**src/rtl/decode_queue_pkg.sv**
```systemverilog
// decode_queue_pkg: shared opcode constants, internal op codes, decode formats
// and the FIFO entry payload used by decode_queue and inst_decode_unit.
package decode_queue_pkg;

    localparam int unsigned XLEN     = 32;
    localparam int unsigned OP_ENC_W = 6;

    // RV32I major opcodes (inst[6:0])
    localparam logic [6:0] OPC_R     = 7'b0110011;
    localparam logic [6:0] OPC_I     = 7'b0010011;
    localparam logic [6:0] OPC_L     = 7'b0000011;
    localparam logic [6:0] OPC_S     = 7'b0100011;
    localparam logic [6:0] OPC_B     = 7'b1100011;
    localparam logic [6:0] OPC_JAL   = 7'b1101111;
    localparam logic [6:0] OPC_JALR  = 7'b1100111;
    localparam logic [6:0] OPC_LUI   = 7'b0110111;
    localparam logic [6:0] OPC_AUIPC = 7'b0010111;

    localparam logic [6:0] F7_BASE = 7'b0000000;
    localparam logic [6:0] F7_ALT  = 7'b0100000;

    typedef enum logic [OP_ENC_W-1:0] {
        OP_NOP = 6'd0,
        OP_LUI, OP_AUIPC, OP_JAL, OP_JALR,
        OP_BEQ, OP_BNE, OP_BLT, OP_BGE, OP_BLTU, OP_BGEU,
        OP_LB, OP_LH, OP_LW, OP_LBU, OP_LHU,
        OP_SB, OP_SH, OP_SW,
        OP_ADDI, OP_SLTI, OP_SLTIU, OP_XORI, OP_ORI, OP_ANDI,
        OP_SLLI, OP_SRLI, OP_SRAI,
        OP_ADD, OP_SUB, OP_SLL, OP_SLT, OP_SLTU,
        OP_XOR, OP_SRL, OP_SRA, OP_OR, OP_AND
    } op_e;

    typedef enum logic [2:0] {
        FMT_NONE, FMT_R, FMT_I, FMT_S, FMT_B, FMT_U, FMT_J
    } fmt_e;

    typedef struct packed {
        logic [XLEN-1:0] inst;
        logic [XLEN-1:0] pc;
    } fifo_entry_t;

endpackage

```
**src/rtl/decode_queue_inst_decode_unit.sv**
```systemverilog
// inst_decode_unit: purely combinational RV32I decode of one instruction word.
// Ports: i_inst (raw word) -> o_op_c, o_rd_c, o_rs1_c, o_rs2_c, o_imm_c, o_is_ls_c
// and, with DECODE_QUEUE_ILLEGAL_EN defined, o_illegal_c.
// Unused register fields read as NULL ({1'b1, zeros}); unused immediates read 0.
module inst_decode_unit
    import decode_queue_pkg::*;
#(
    parameter int unsigned REG_W = 6,
    parameter int unsigned OP_W  = 6
) (
    input  logic [31:0]      i_inst,
    output logic [OP_W-1:0]  o_op_c,
    output logic [REG_W-1:0] o_rd_c,
    output logic [REG_W-1:0] o_rs1_c,
    output logic [REG_W-1:0] o_rs2_c,
    output logic [31:0]      o_imm_c,
`ifdef DECODE_QUEUE_ILLEGAL_EN
    output logic             o_illegal_c,
`endif
    output logic             o_is_ls_c
);

    localparam logic [REG_W-1:0] NULL_REG = {1'b1, {(REG_W-1){1'b0}}};

    logic [6:0] w_opc;
    logic [2:0] w_f3;
    logic [6:0] w_f7;
    op_e        w_op;
    fmt_e       w_fmt;
    logic       w_ls;
    logic       w_bad_core;
    logic       w_kill;

    assign w_opc = i_inst[6:0];
    assign w_f3  = i_inst[14:12];
    assign w_f7  = i_inst[31:25];

    // Opcode / func3 / func7 -> op, operand format; w_bad_core marks encodings always forced to NOP
    always_comb begin
        w_op       = OP_NOP;
        w_fmt      = FMT_NONE;
        w_ls       = 1'b0;
        w_bad_core = 1'b0;
        case (w_opc)
            OPC_LUI:   begin w_op = OP_LUI;   w_fmt = FMT_U; end
            OPC_AUIPC: begin w_op = OP_AUIPC; w_fmt = FMT_U; end
            OPC_JAL:   begin w_op = OP_JAL;   w_fmt = FMT_J; end
            OPC_JALR:  begin w_op = OP_JALR;  w_fmt = FMT_I; end
            OPC_B: begin
                w_fmt = FMT_B;
                case (w_f3)
                    3'b000:  w_op = OP_BEQ;
                    3'b001:  w_op = OP_BNE;
                    3'b100:  w_op = OP_BLT;
                    3'b101:  w_op = OP_BGE;
                    3'b110:  w_op = OP_BLTU;
                    3'b111:  w_op = OP_BGEU;
                    default: w_bad_core = 1'b1;
                endcase
            end
            OPC_L: begin
                w_fmt = FMT_I;
                w_ls  = 1'b1;
                case (w_f3)
                    3'b000:  w_op = OP_LB;
                    3'b001:  w_op = OP_LH;
                    3'b010:  w_op = OP_LW;
                    3'b100:  w_op = OP_LBU;
                    3'b101:  w_op = OP_LHU;
                    default: w_bad_core = 1'b1;
                endcase
            end
            OPC_S: begin
                w_fmt = FMT_S;
                w_ls  = 1'b1;
                case (w_f3)
                    3'b000:  w_op = OP_SB;
                    3'b001:  w_op = OP_SH;
                    3'b010:  w_op = OP_SW;
                    default: w_bad_core = 1'b1;
                endcase
            end
            OPC_I: begin
                w_fmt = FMT_I;
                case (w_f3)
                    3'b000: w_op = OP_ADDI;
                    3'b001: w_op = OP_SLLI;
                    3'b010: w_op = OP_SLTI;
                    3'b011: w_op = OP_SLTIU;
                    3'b100: w_op = OP_XORI;
                    3'b101: w_op = i_inst[30] ? OP_SRAI : OP_SRLI;
                    3'b110: w_op = OP_ORI;
                    default: w_op = OP_ANDI;
                endcase
            end
            OPC_R: begin
                w_fmt = FMT_R;
                case (w_f3)
                    3'b000: w_op = (w_f7 == F7_ALT) ? OP_SUB : OP_ADD;
                    3'b001: w_op = OP_SLL;
                    3'b010: w_op = OP_SLT;
                    3'b011: w_op = OP_SLTU;
                    3'b100: w_op = OP_XOR;
                    3'b101: w_op = (w_f7 == F7_ALT) ? OP_SRA : OP_SRL;
                    3'b110: w_op = OP_OR;
                    default: w_op = OP_AND;
                endcase
            end
            default: w_bad_core = 1'b1;
        endcase
    end

`ifdef DECODE_QUEUE_ILLEGAL_EN
    logic w_bad_ext;
    // Encodings that decode silently in the base build but are flagged here
    assign w_bad_ext = ((w_opc == OPC_R || (w_opc == OPC_I && w_f3 == 3'b101))
                        && !(w_f7 == F7_BASE || w_f7 == F7_ALT))
                     || (w_opc == OPC_I && w_f3 == 3'b001 && w_f7 != F7_BASE)
                     || (w_opc == OPC_JALR && w_f3 != 3'b000);
    assign w_kill      = w_bad_core | w_bad_ext;
    assign o_illegal_c = w_kill;
`else
    assign w_kill = w_bad_core;
`endif

    // Format-driven field selection; killed encodings collapse to a clean NOP
    always_comb begin
        o_op_c    = OP_W'(w_op);
        o_rd_c    = REG_W'(i_inst[11:7]);
        o_rs1_c   = REG_W'(i_inst[19:15]);
        o_rs2_c   = REG_W'(i_inst[24:20]);
        o_imm_c   = 32'd0;
        o_is_ls_c = w_ls;
        case (w_fmt)
            FMT_R: ;
            FMT_I: begin
                o_rs2_c = NULL_REG;
                o_imm_c = {{20{i_inst[31]}}, i_inst[31:20]};
            end
            FMT_S: begin
                o_rd_c  = NULL_REG;
                o_imm_c = {{20{i_inst[31]}}, i_inst[31:25], i_inst[11:7]};
            end
            FMT_B: begin
                o_rd_c  = NULL_REG;
                o_imm_c = {{19{i_inst[31]}}, i_inst[31], i_inst[7], i_inst[30:25], i_inst[11:8], 1'b0};
            end
            FMT_U: begin
                o_rs1_c = NULL_REG;
                o_rs2_c = NULL_REG;
                o_imm_c = {i_inst[31:12], 12'b0};
            end
            FMT_J: begin
                o_rs1_c = NULL_REG;
                o_rs2_c = NULL_REG;
                o_imm_c = {{11{i_inst[31]}}, i_inst[31], i_inst[19:12], i_inst[20], i_inst[30:21], 1'b0};
            end
            default: begin
                o_rd_c  = NULL_REG;
                o_rs1_c = NULL_REG;
                o_rs2_c = NULL_REG;
            end
        endcase
        if (w_kill) begin
            o_op_c    = OP_W'(OP_NOP);
            o_rd_c    = NULL_REG;
            o_rs1_c   = NULL_REG;
            o_rs2_c   = NULL_REG;
            o_imm_c   = 32'd0;
            o_is_ls_c = 1'b0;
        end
    end

endmodule

```
**src/rtl/decode_queue.sv**
```systemverilog
// decode_queue: DEPTH-entry instruction FIFO between fetch and dispatch with
// the head decoded combinationally by inst_decode_unit.
// Ports: clk_in, rst_in (async, active-low), rdy_in (global pause), flush_in;
//   in_valid/in_ready/in_inst/in_pc (push side);
//   out_valid/out_ready/out_pc/out_op/out_rd/out_rs1/out_rs2/out_imm/out_is_ls (pop side);
//   count_out (occupancy). Macro DECODE_QUEUE_ILLEGAL_EN adds out_illegal.
module decode_queue
    import decode_queue_pkg::*;
#(
    parameter int unsigned DEPTH = 8,
    parameter int unsigned REG_W = 6,
    parameter int unsigned OP_W  = 6
) (
    input  logic                   clk_in,
    input  logic                   rst_in,
    input  logic                   rdy_in,
    input  logic                   flush_in,
    input  logic                   in_valid,
    output logic                   in_ready,
    input  logic [31:0]            in_inst,
    input  logic [31:0]            in_pc,
    output logic                   out_valid,
    input  logic                   out_ready,
    output logic [31:0]            out_pc,
    output logic [OP_W-1:0]        out_op,
    output logic [REG_W-1:0]       out_rd,
    output logic [REG_W-1:0]       out_rs1,
    output logic [REG_W-1:0]       out_rs2,
    output logic [31:0]            out_imm,
    output logic                   out_is_ls,
`ifdef DECODE_QUEUE_ILLEGAL_EN
    output logic                   out_illegal,
`endif
    output logic [$clog2(DEPTH):0] count_out
);

    localparam int unsigned PTR_W = $clog2(DEPTH);
    localparam int unsigned CNT_W = PTR_W + 1;

    fifo_entry_t      r_mem [DEPTH];
    logic [PTR_W-1:0] r_head;
    logic [PTR_W-1:0] r_tail;
    logic [CNT_W-1:0] r_count;

    logic        w_full;
    logic        w_empty;
    logic        w_push;
    logic        w_pop;
    fifo_entry_t w_head;
    fifo_entry_t w_wr_entry;

    assign w_full    = (r_count == CNT_W'(DEPTH));
    assign w_empty   = (r_count == '0);
    assign in_ready  = rdy_in & ~w_full;
    assign out_valid = rdy_in & ~w_empty;
    // in_ready/out_valid already carry rdy_in; flush overrides both transfers
    assign w_push    = in_valid & in_ready & ~flush_in;
    assign w_pop     = out_valid & out_ready & ~flush_in;
    assign count_out = r_count;

    assign w_wr_entry = '{inst: in_inst, pc: in_pc};
    // Empty queue presents a zero word so the decode is a deterministic NOP
    assign w_head = w_empty ? '0 : r_mem[r_head];

    // Pointer and occupancy control
    always_ff @(posedge clk_in or negedge rst_in) begin
        if (!rst_in) begin
            r_head  <= '0;
            r_tail  <= '0;
            r_count <= '0;
        end else if (rdy_in) begin
            if (flush_in) begin
                r_head  <= '0;
                r_tail  <= '0;
                r_count <= '0;
            end else begin
                if (w_push) r_tail <= r_tail + PTR_W'(1);
                if (w_pop)  r_head <= r_head + PTR_W'(1);
                case ({w_push, w_pop})
                    2'b10:   r_count <= r_count + CNT_W'(1);
                    2'b01:   r_count <= r_count - CNT_W'(1);
                    default: ;
                endcase
            end
        end
    end

    // Payload storage; contents are don't-care outside [head, tail)
    always_ff @(posedge clk_in) begin
        if (w_push) r_mem[r_tail] <= w_wr_entry;
    end

`ifdef DECODE_QUEUE_ILLEGAL_EN
    logic w_illegal;
`endif

    inst_decode_unit #(
        .REG_W (REG_W),
        .OP_W  (OP_W)
    ) u_dec (
        .i_inst      (w_head.inst),
        .o_op_c      (out_op),
        .o_rd_c      (out_rd),
        .o_rs1_c     (out_rs1),
        .o_rs2_c     (out_rs2),
        .o_imm_c     (out_imm),
`ifdef DECODE_QUEUE_ILLEGAL_EN
        .o_illegal_c (w_illegal),
`endif
        .o_is_ls_c   (out_is_ls)
    );

    assign out_pc = w_head.pc;

`ifdef DECODE_QUEUE_ILLEGAL_EN
    assign out_illegal = out_valid & w_illegal;
`endif

endmodule

```
**config.mk**
```make
export PLATFORM = sky130hd
export DESIGN_NAME = decode_queue
export DESIGN_NICKNAME = d
export VERILOG_FILES = /design/src/rtl/decode_queue_pkg.sv /design/src/rtl/decode_queue_inst_decode_unit.sv /design/src/rtl/decode_queue.sv
export SDC_FILE = /design/constraint.sdc
export NUM_CORES = 1
export LEC_CHECK = 0
export BUFFER_PORTS_ARGS = -buffer_cell sky130_fd_sc_hd__buf_2
export CAP_MARGIN = 15
export CORE_MARGIN = 2
export CORE_UTILIZATION = 54
export CTS_BUF_LIST = sky130_fd_sc_hd__clkbuf_16
export DETAILED_ROUTE_END_ITERATION = 7
export HOLD_SLACK_MARGIN = 0.08
export MAX_ROUTING_LAYER = met4
export PLACE_DENSITY = 0.76
export SKIP_LAST_GASP = 1
export SYNTH_ARGS = -nofsm -noshare
export SYNTH_HDL_FRONTEND = slang
export SYNTH_SLANG_ARGS = --single-unit
```
**constraint.sdc**
```tcl
create_clock -name clk_in -period 5.8 [get_ports clk_in]
set_clock_uncertainty 0.2 [all_clocks]
set_input_delay 1.16 -clock clk_in [delete_from_list [all_inputs] [get_ports clk_in]]
set_output_delay 1.16 -clock clk_in [all_outputs]
set_load 0.05 [all_outputs]
```
==> flow_summary.json, run 1 <==
{
  "outcome": "completed",
  "muxShareOfSynthArea_pct": 15.76,
  "ff_latch_area_sq_um": 15640,
  "synthSimpleGateAreaFrac_pct": 4.865,
  "dp_cells": 1795,
  "cts_tree": "done",
  "critPathTopFamily": "compound AO/OA/AOI/OAI gates",
  "setup_repair_after_global_routing_missed_its_margin": "false",
  "power.share.sequential_pct": 43.0,
  "report.final.slew_viol_count": 0,
  "finalWorstPathRequiredPeriod_ps": 5524,
  "die_footprint_sq_um": 41180,
  "rows": 72,
  "yosysTopAreaCell": "sky130_fd_sc_hd__edfxtp_1",
  "grt_pass1_vias": 11620,
  "power_frac_clock_pct": 29.6,
  "route.vias.total": 11380,
  "clkSinkCount": 522,
  "die_width_microns": 202.9,
  "post-route-util_pct": 63.03,
  "nNetsFinal": 1406,
  "io_pins": 165,
  "critical_path.n_buffers_inverters": 2,
  "place_congestion": 0.9148,
  "cts-buffers-inserted": 50,
  "antenna_found_initial": 11,
  "r2r_endpoint": "r_mem[6][6]",
  "detailedPlacementHpwl_microns": 26730,
  "synth_sequential_area_ratio_pct": 73.11,
  "pwr_density_nw_per_um2": 415.7,
  "route.detailed.wl_per_inst_microns": 23.85,
  "fmax_ghz": 0.1810,
  "hold_path.class": "input port to asynchronous set/reset pin",
  "count_leader_synth": "sky130_fd_sc_hd__edfxtp_1",
  "mappedNetlistNets": 1219,
  "cp_cell_sequence": "buf_4 > mux2i_1 > nand2_1 > and4_1 > a21oi_1 > o32ai_2 > a22oi_4 > nand3_1 > o21ai_0 > buf_2",
  "regToRegStartpoint": "count_out[0]",
  "cts_root_buffer": "sky130_fd_sc_hd__clkbuf_16",
  "multi_input_comb_area_sq_um": 5463,
  "synth-compound-area-share_pct": 4.016,
  "postPlaceCellArea_sq_um": 22870,
  "worst_path_max_delay_cell": "sky130_fd_sc_hd__dfrtp_4",
  "synth.ff_latch_count": 522,
  "grt-ovfl-total": 0,
  "fin_crit_sh_pct": 95.25,
  "core-area_sq_um": 38830,
  "syn2layout_area_growth_pct": 14.53,
  "layout.cell_area.non_filler_sq_um": 24470,
  "synthesis.area_per_instance_sq_um": 18.68,
  "mappedNetlistArea_sq_um": 21370,
  "post_synth_num_cell_types": 70,
  "critical_path_capture_point": "out_imm[20]",
  "ir_drop_mv": 0.2964,
  "max_slew_margin_pct": 32.36,
  "ys.flop_type": "sky130_fd_sc_hd__edfxtp_1",
  "critPathKind": "register to primary output",
  "wire_length_after_detailed_routing_microns": 45290,
  "crit_path_start_kind": "register",
  "netlist_top_cells_area": "sky130_fd_sc_hd__edfxtp_1, sky130_fd_sc_hd__mux4_2, sky130_fd_sc_hd__mux2i_1, sky130_fd_sc_hd__nor2_1, sky130_fd_sc_hd__dfrtp_1",
  "synth.top_cells.by_count": "sky130_fd_sc_hd__edfxtp_1, sky130_fd_sc_hd__mux4_2, sky130_fd_sc_hd__nor2_1, sky130_fd_sc_hd__mux2i_1, sky130_fd_sc_hd__nand2_1",
  "clkLatencyLatePin_ps": 550,
  "h-tree-depth": 2,
  "detailedRoute.firstIterationViolations": 1046,
  "yosysTopAreaCellShare_pct": 71.94,
  "critical_path.max_stage_delay_ps": 650,
  "setup_viol_count_final": 0,
  "yosysWarnings": 0,
  "crit_cells": 10,
  "lkg_pwr_nw": 7.934,
  "grt_start_max_net_pins": 63,
  "count_of_antenna_violating_nets_left_after_detailed_routing": 0,
  "post_synth_inst_count": 1144,
  "layout_cell_share_with_drive_strength_beyond_1_pct": 30.09,
  "power.share.combinational_pct": 27.5,
  "netSwitchingPower_mw": 3.265,
  "max-clock-path-buffers": 3,
  "layout.filler_cells": 2661,
  "area_share_of_xor_xnor_cells_in_the_synthesized_design_pct": 0.2459,
  "dominant_combinational_cell_family_by_area_after_synthesis": "multiplexers",
  "count_of_input_and_output_buffers": 164,
  "drv_cap": 0,
  "worst-r2r-cell-count": 6,
  "finalPower_mw": 10.17,
  "internal_power_mw": 6.909,
  "crit_start": "r_head[1]",
  "cp.arrival_ps": 4160,
  "hold_fix_buffers_cts": 0,
  "number_of_remaining_drc_errors": 0,
  "cp_max_fo": 34,
  "cts.reportedPaths.clkPinSlew_ps": 60,
  "grt_usage_pct": 22.54,
  "number_of_synthesized_flops_with_an_enable_pin": 512,
  "die_h_microns": 202.9,
  "timing.reg2reg.setup_slack_ps": 2550,
  "first_pass_grt_wire_length_microns": 67810,
  "synth-adder-area-share_pct": 0.3279,
  "non_filler_cells_final": 1899,
  "worstMarginPinSlew_ps": 1008,
  "power.switching_fraction_pct": 32.09,
  "initial_core_util_pct": 55.04,
  "worst_setup_path_end_kind": "primary output",
  "synthArstFlopShare_pct": 1.916,
  "via_per_inst": 5.993,
  "timing.critical_path.required_ps": 4440,
  "hold_violations": 0,
  "drt_pass1_iterations": 5
}
[timing repair]
action	CTS	global route
setup endpoints to repair	0	37
setup buffers	0	2
resized for setup	0	1
[sequential cells by signal (all words and copies together) (netlist names)]
signal,cells
r_mem,512
count_out,4
r_head,3
r_tail,3
[metrics by stage]
step           setup TNS [ps]  setup WS [ps]  hold slack [ps]
4_1_cts                     0          13.02            249.2
3_3_place_gp                0          820.0            368.6
6_report                    0          275.5            259.8
2_1_floorplan          -93310         -420.7            335.1
5_1_grt                     0          11.78            265.3
3_5_place_dp                0          629.3            379.1
[per-layer routing]
metal | vias to the layer above | share of wire, % | track usage, %
met5 | - | 0 | -
met3 | 64 | 7.6 | 5.265
met2 | 422 | 50 | 36.47
li1 | 5023 | - | -
met4 | 0 | 1.6 | 5.344
met1 | 5871 | 41 | 29.39
[cell type report]
type	count	share of cell area [%]
Clock inverter	40	1.125
Timing Repair Buffer	194	4.616
Antenna cell	12	0.1227
Sequential cell	522	63.89
Inverter	11	0.1687
Tap cell	518	2.648
Clock buffer	50	5.112
Multi-Input combinational cell	552	22.32
[logic make-up (layout without fill, tap and decap cells)]
family	count (synthesis)	in the layout
AO/OA/AOI/OAI	127	127
AND/OR/NAND/NOR	219	219
multiplexers	195	195
XOR/XNOR	6	6
flip-flops	522	522
buffers and inverters	70	295
adder cells (fa/ha/maj)	5	5
other	0	12
[cell usage in the layout (no fill, tap or decap), drive strengths merged, types with 14 or more instances in the layout]
cell type	Yosys	routed
clkinv	0	23
mux4	111	111
mux2i	78	78
edfxtp	512	512
nand2b	15	15
o21ai	29	29
inv	11	23
clkbuf	21	51
nand3	14	14
nand2	53	53
nor2	80	80
a22oi	17	17
a21oi	37	37
buf	38	193
[how the worst min path moves through the flow]
stage          depth (start not counted)      endpoint  startpoint  slack (ps)
2_1_floorplan                          1     r_tail[0]   r_tail[0]         340
3_3_place_gp                           1     r_tail[0]   r_tail[0]         370
3_5_place_dp                           1     r_tail[0]   r_tail[0]         380
4_1_cts                                1  count_out[2]      rst_in         250
5_1_grt                                1  count_out[2]      rst_in         270
6_report                               1  count_out[2]      rst_in         260
[power by group through the flow]
stage	clock, mW	combinational (mW)	sequential, mW
after floorplan	0	2.07	4.43
after global placement	0	2.72	4.47
after detailed placement	0	2.74	4.48
after CTS	3.07	2.76	4.40
after global routing	3.20	2.99	4.39
final	3.01	2.79	4.37
Note: power is estimated with default switching activity, not from simulation.
==> inputs of run 2 (changes only) <==
Settings changed: CORE_UTILIZATION 54 to 62, PLACE_DENSITY 0.76 to 0.82.
Clock period 5.8 ns to 6.9 ns, I/O delays scaled along.
==> flow_summary.json, run 2 (same netlist as run 1, synthesis figures left out) <==
{
  "max_slew_margin_pct": 24.88,
  "worst_setup_path_end_kind": "primary output",
  "ir_drop_mv": 0.2602,
  "hold_fix_buffers_cts": 0,
  "wire_length_after_detailed_routing_microns": 47940,
  "io_pins": 165,
  "cts.reportedPaths.clkPinSlew_ps": 60,
  "setup_repair_after_global_routing_missed_its_margin": "false",
  "internal_power_mw": 5.901,
  "rows": 67,
  "timing.critical_path.required_ps": 5320,
  "netSwitchingPower_mw": 2.785,
  "cts_root_buffer": "sky130_fd_sc_hd__clkbuf_16",
  "hold-path-endpoint": "r_tail[0]",
  "fmax_ghz": 0.1641,
  "detailedPlacementHpwl_microns": 26120,
  "count_of_antenna_violating_nets_left_after_detailed_routing": 0,
  "mostFrequentLayoutCells": "sky130_fd_sc_hd__edfxtp_1, sky130_fd_sc_hd__buf_2, sky130_fd_sc_hd__mux4_2, sky130_fd_sc_hd__mux2i_1, sky130_fd_sc_hd__nor2_1",
  "cts_tree": "done",
  "critical_hold_path_startpoint": "r_tail[0]",
  "whs_path_depth": 1,
  "grt-ovfl-total": 0,
  "number_of_remaining_drc_errors": 0,
  "critPathKind": "register to primary output",
  "largest_register_ff_count": 512,
  "outcome": "completed",
  "crit_path_start_kind": "register",
  "regToRegStartpoint": "count_out[1]",
  "power.share.combinational_pct": 26.4,
  "core-area_sq_um": 33700,
  "power.share.sequential_pct": 42.7,
  "route.vias.total": 11680,
  "nNetsFinal": 1395,
  "grt_start_max_net_pins": 67,
  "via_per_inst": 6.442,
  "die_h_microns": 189.7,
  "syn2layout_area_growth_pct": 14.00,
  "setup_repair_bufs_after_cts": 0,
  "mostFrequentLayoutCell": "sky130_fd_sc_hd__edfxtp_1",
  "route.detailed.wl_per_inst_microns": 26.44,
  "largest_register": "r_mem",
  "post_cts_resize_count": 0,
  "clkLatencyLatePin_ps": 560,
  "clkSinkCount": 522,
  "die_width_microns": 189.7,
  "report.final.slew_viol_count": 0,
  "setup_viol_count_final": 0,
  "fin_crit_sh_pct": 88.30,
  "drv_cap": 0,
  "first_pass_grt_wire_length_microns": 71880,
  "cts-buffers-inserted": 49,
  "antenna_found_initial": 7,
  "r2r_endpoint": "r_mem[0][11]",
  "cp.arrival_ps": 4510,
  "non_filler_cells_final": 1813,
  "timing.reg2reg.setup_slack_ps": 3520,
  "worstMarginPinSlew_ps": 1127,
  "detailedRoute.firstIterationViolations": 1131,
  "count_of_input_and_output_buffers": 164,
  "layout_cell_share_with_drive_strength_beyond_1_pct": 29.80,
  "dp_cells": 1717,
  "grt_pass1_vias": 11700,
  "max-clock-path-buffers": 3,
  "place_congestion": 0.8983,
  "hold_violations": 0,
  "worst-r2r-cell-count": 6,
  "initial_core_util_pct": 63.41,
  "power_frac_clock_pct": 30.9,
  "power.switching_fraction_pct": 32.06,
  "cp_max_fo": 64,
  "pwr_density_nw_per_um2": 356.5,
  "grt_usage_pct": 27.64,
  "die_footprint_sq_um": 35970,
  "fin_setup_tns_ps": 0,
  "finalWorstPathRequiredPeriod_ps": 6093,
  "h-tree-depth": 2,
  "drt_pass1_iterations": 7,
  "hold_path.class": "register to register",
  "lkg_pwr_nw": 7.896
}
## run 2: changes by cell type in the layout (fill, tap and decap cells not counted), sizes merged
cell      delta
bufinv       +3
inv          -5
buf          -9
clkinvlp     -1
clkinv       +3
diode        -6
clkbuf       -1
## run 2: cell type report
| cell class | count | area (sq um) |
|---|---|---|
| well taps | 448 | 560.5 |
| multi-input cells | 552 | 5463 |
| diodes | 6 | 15.01 |
| inverters | 11 | 41.29 |
| repair buffers | 184 | 1033 |
| clock inverters | 40 | 361.6 |
| fillers | 1987 | 9338 |
| clock buffers | 50 | 1251 |
| flip-flops and latches | 522 | 15640 |
## run 2: critical path, cell delays in order, from the launching register on
cell,delay [ps]
sky130_fd_sc_hd__dfrtp_4,940
sky130_fd_sc_hd__buf_12,440
sky130_fd_sc_hd__buf_4,460
sky130_fd_sc_hd__mux2i_1,170
sky130_fd_sc_hd__a22oi_1,310
sky130_fd_sc_hd__nand3_1,240
sky130_fd_sc_hd__and4b_1,300
sky130_fd_sc_hd__a41oi_1,270
sky130_fd_sc_hd__a22oi_1,100
sky130_fd_sc_hd__o211ai_1,180
sky130_fd_sc_hd__o211ai_1,120
sky130_fd_sc_hd__buf_2,240
## run 2: power groups by stage
| stage | clock, mW | combinational (mW) | sequential (mW) |
|---|---|---|---|
| final | 2.68 | 2.29 | 3.71 |
| after global routing | 2.82 | 2.43 | 3.73 |
| after CTS | 2.70 | 2.29 | 3.71 |
| after detailed placement | 0 | 2.26 | 3.78 |
| after global placement | 0 | 2.24 | 3.77 |
| after floorplan | 0 | 1.73 | 3.73 |
## run 2: stage by stage
step	utilization, %	cell area, sq um	hold slack (ps)	worst slack [ps]	total power, mW
2_1_floorplan	-	21380	335.1	459.3	5.462
3_3_place_gp	67.46	22730	359.4	1512	6.011
3_5_place_dp	67.46	22730	381.0	1460	6.037
4_1_cts	72.25	24350	409.5	849.8	8.713
5_1_grt	72.29	24360	421.0	494.1	8.979
6_report	72.29	24360	397.8	807.1	8.685
## run 2: how the worst max path moves through the flow
stage	startpoint	to	slack, ps	cells after the start
floorplan	rdy_in	r_mem[2][0]	460	5
global placement	r_head[0]	out_imm[25]	1510	8
detailed placement	r_head[0]	out_imm[25]	1460	8
CTS	r_head[0]	out_imm[18]	850	9
global route	r_head[0]	out_imm[23]	490	8
finish	r_head[1]	out_op[0]	810	11
## run 2: routing by layer
| layer | track usage [%] | share of wire (%) |
|---|---|---|
| met3 | 4.446 | 7.7 |
| met1 | 37.39 | 40 |
| met2 | 44.97 | 50 |
| met4 | 7.036 | 1.8 |
| met5 | - | 0 |
==> inputs of run 3 (changes only) <==
Settings changed: CORE_UTILIZATION 62 to 54, PLACE_DENSITY 0.82 to 0.76, SYNTH_HIERARCHICAL set to 1.
Clock period 6.9 ns to 5.47 ns, I/O delays scaled along.
==> flow_summary.json, run 3 <==
{
  "count_leader_synth": "sky130_fd_sc_hd__edfxtp_1",
  "mostFrequentLayoutCells": "sky130_fd_sc_hd__edfxtp_1, sky130_fd_sc_hd__nand2_1, sky130_fd_sc_hd__buf_2, sky130_fd_sc_hd__mux4_2, sky130_fd_sc_hd__a21oi_1",
  "timing.critical_path.required_ps": 4180,
  "mappedNetlistNets": 1305,
  "cp_cell_sequence": "buf_8 > mux4_2 > nand2_1 > a21oi_1 > nor2b_1 > nand3_1 > a211oi_1 > or3_4 > a21oi_1 > buf_2",
  "count_of_antenna_violating_nets_left_after_detailed_routing": 0,
  "netlist_top_cells_area": "sky130_fd_sc_hd__edfxtp_1, sky130_fd_sc_hd__mux4_2, sky130_fd_sc_hd__nand2_1, sky130_fd_sc_hd__a21oi_1, sky130_fd_sc_hd__dfrtp_1",
  "internal_power_mw": 7.968,
  "critPathTopFamily": "compound AO/OA/AOI/OAI gates",
  "non_filler_cells_final": 1959,
  "worst_path_max_delay_cell": "sky130_fd_sc_hd__dfrtp_4",
  "grt_start_max_net_pins": 62,
  "nNetsFinal": 1460,
  "route.layer.met1.wl_microns": 19190,
  "postPlaceCellArea_sq_um": 22930,
  "place_congestion": 0.9679,
  "clkLatencyLatePin_ps": 590,
  "worstMarginPinSlew_ps": 912.0,
  "dp_cells": 1854,
  "synth-adder-area-share_pct": 0.2316,
  "rows": 73,
  "antenna_found_initial": 8,
  "netSwitchingPower_mw": 4.403,
  "yosysTopAreaCellShare_pct": 71.15,
  "power.share.sequential_pct": 37.8,
  "power.switching_fraction_pct": 35.59,
  "hold_path.class": "input port to asynchronous set/reset pin",
  "initial_core_util_pct": 54.51,
  "cts.reportedPaths.clkPinSlew_ps": 60,
  "die_footprint_sq_um": 41630,
  "critical_path.n_buffers_inverters": 2,
  "max-clock-path-buffers": 3,
  "max_slew_margin_pct": 39.20,
  "worst_path_most_repeated_cell": "sky130_fd_sc_hd__a21oi_1",
  "synth-compound-area-share_pct": 4.563,
  "ir_drop_mv": 0.4702,
  "die_width_microns": 204.0,
  "io_pins": 165,
  "lkg_pwr_nw": 8.174,
  "pre_cts_ws_ps": 512.6,
  "timing.reg2reg.setup_slack_ps": 1980,
  "wire_length_after_detailed_routing_microns": 47580,
  "report.final.slew_viol_count": 0,
  "number_of_synthesized_flops_with_an_enable_pin": 512,
  "power.share.combinational_pct": 34.6,
  "grt_pass1_vias": 11770,
  "drt_pass1_iterations": 7,
  "critical_path.max_stage_delay_ps": 610,
  "cp.arrival_ps": 3910,
  "detailedPlacementHpwl_microns": 27460,
  "area_share_of_xor_xnor_cells_in_the_synthesized_design_pct": 0.2027,
  "critPathKind": "register to primary output",
  "grt_usage_pct": 23.91,
  "muxShareOfSynthArea_pct": 13.49,
  "synthesis.area_per_instance_sq_um": 17.55,
  "route.detailed.wl_per_inst_microns": 24.29,
  "hold_violations": 0,
  "fin_worst_hold_slack_ps": 167.9,
  "worst_setup_path_end_kind": "primary output",
  "cp_max_fo": 22,
  "route.met3.wl_microns": 3377,
  "dominant_combinational_cell_family_by_area_after_synthesis": "multiplexers",
  "setup_viol_count_final": 0,
  "detailroute.wirelength.met2_microns": 23860,
  "power_frac_clock_pct": 27.6,
  "clkSinkCount": 522,
  "h-tree-depth": 2,
  "layout.filler_cells": 2844,
  "cts_tree": "done",
  "mappedNetlistArea_sq_um": 21610,
  "layout.cell_area.non_filler_sq_um": 24660,
  "via_per_inst": 5.965,
  "ys.flop_type": "sky130_fd_sc_hd__edfxtp_1",
  "yosysTopAreaCell": "sky130_fd_sc_hd__edfxtp_1",
  "largest_register": "r_mem",
  "synthSimpleGateAreaFrac_pct": 6.178,
  "worst_setup_slack_after_layout_ps": 263.4,
  "fin_crit_sh_pct": 95.18,
  "drv_cap": 0,
  "mostFrequentLayoutCell": "sky130_fd_sc_hd__edfxtp_1",
  "first_pass_grt_wire_length_microns": 71570,
  "crit_path_start_kind": "register",
  "finalWorstPathRequiredPeriod_ps": 5207,
  "yosysWarnings": 6,
  "synth.top_cells.by_count": "sky130_fd_sc_hd__edfxtp_1, sky130_fd_sc_hd__nand2_1, sky130_fd_sc_hd__mux4_2, sky130_fd_sc_hd__a21oi_1, sky130_fd_sc_hd__clkbuf_1",
  "die_h_microns": 204.0,
  "post_synth_inst_count": 1231,
  "number_of_remaining_drc_errors": 0,
  "layout_cell_share_with_drive_strength_beyond_1_pct": 31.70,
  "top_layer": "met4",
  "syn2layout_area_growth_pct": 14.11,
  "largest_register_ff_count": 512,
  "count_of_input_and_output_buffers": 164,
  "outcome": "completed",
  "pwr_density_nw_per_um2": 501.7,
  "post_synth_num_cell_types": 62,
  "cts_root_buffer": "sky130_fd_sc_hd__clkbuf_16",
  "core-area_sq_um": 39640,
  "detailedRoute.firstIterationViolations": 957,
  "synth.ff_latch_count": 522,
  "fmax_ghz": 0.1921,
  "synthArstFlopShare_pct": 1.916,
  "cts-buffers-inserted": 52,
  "grt-ovfl-total": 0,
  "synth_sequential_area_ratio_pct": 72.31,
  "route.vias.total": 11690
}
run 3: cell type report:
cell class	count	area, sq um	share of cell area (%)
clock inverters	40	296.5	1.203
repair buffers	208	1209	4.902
well taps	525	656.9	2.664
inverters	16	60.06	0.2436
multi-input cells	586	5430	22.02
clock buffers	54	1351	5.480
flip-flops and latches	522	15630	63.40
diodes	8	20.02	0.08119
run 3: cells by family (layout without fill, tap and decap cells):
kind of cell | count (synthesis) | count (layout)
and+or+nand+nor | 285 | 285
muxes | 131 | 131
buffers and inverters | 123 | 318
DFF | 522 | 522
AOI/OAI and AO/OA | 161 | 161
xor gates and xnor gates | 5 | 5
other | 0 | 8
adders and majority gates | 4 | 4
run 3: what timing repair did:
action,4_1_cts,5_1_grt
resized for setup,2,3
setup buffers,1,2
hold buffers,0,0
setup endpoints to repair,28,39
pin swaps,0,1
run 3: stage by stage:
step | util [%] | TNS (ps) | power, mW
final | 62.20 | 0 | 12.37
after global routing | 62.20 | -2.807 | 12.89
after CTS | 62.05 | 0 | 12.41
after detailed placement | 57.83 | 0 | 8.988
after global placement | 57.83 | 0 | 8.973
after floorplan | - | 0 | 8.123
run 3: layer usage:
layer / vias up / track usage (%)
met5: - / -
met4: 0 / 7.246
met3: 78 / 4.034
met2: 481 / 38.33
met1: 6000 / 31.96
li1: 5126 / -
run 3: power by group through the flow:
| stage | registers (mW) | logic, mW | clock network, mW |
|---|---|---|---|
| 6_report | 4.68 | 4.28 | 3.41 |
| 3_3_place_gp | 4.79 | 4.18 | 0 |
| 5_1_grt | 4.69 | 4.58 | 3.62 |
| 4_1_cts | 4.70 | 4.24 | 3.47 |
| 2_1_floorplan | 4.73 | 3.39 | 0 |
| 3_5_place_dp | 4.80 | 4.18 | 0 |
run 3: path summary, 6_finish.rpt:
| check | startpoint | end | cells past startpoint |
|---|---|---|---|
| worst max-delay path | r_head[0] | out_imm[12] | 10 |
| worst min-delay path | rst_in | count_out[2] | 1 |
| worst max register to register | count_out[1] | count_out[3] | 10 |
| worst min register to register | r_tail[0] | r_tail[0] | 2 |
| max in group asynchronous | rst_in | r_head[1] | 1 |
| min in group clk_in | r_tail[0] | r_tail[0] | 2 |
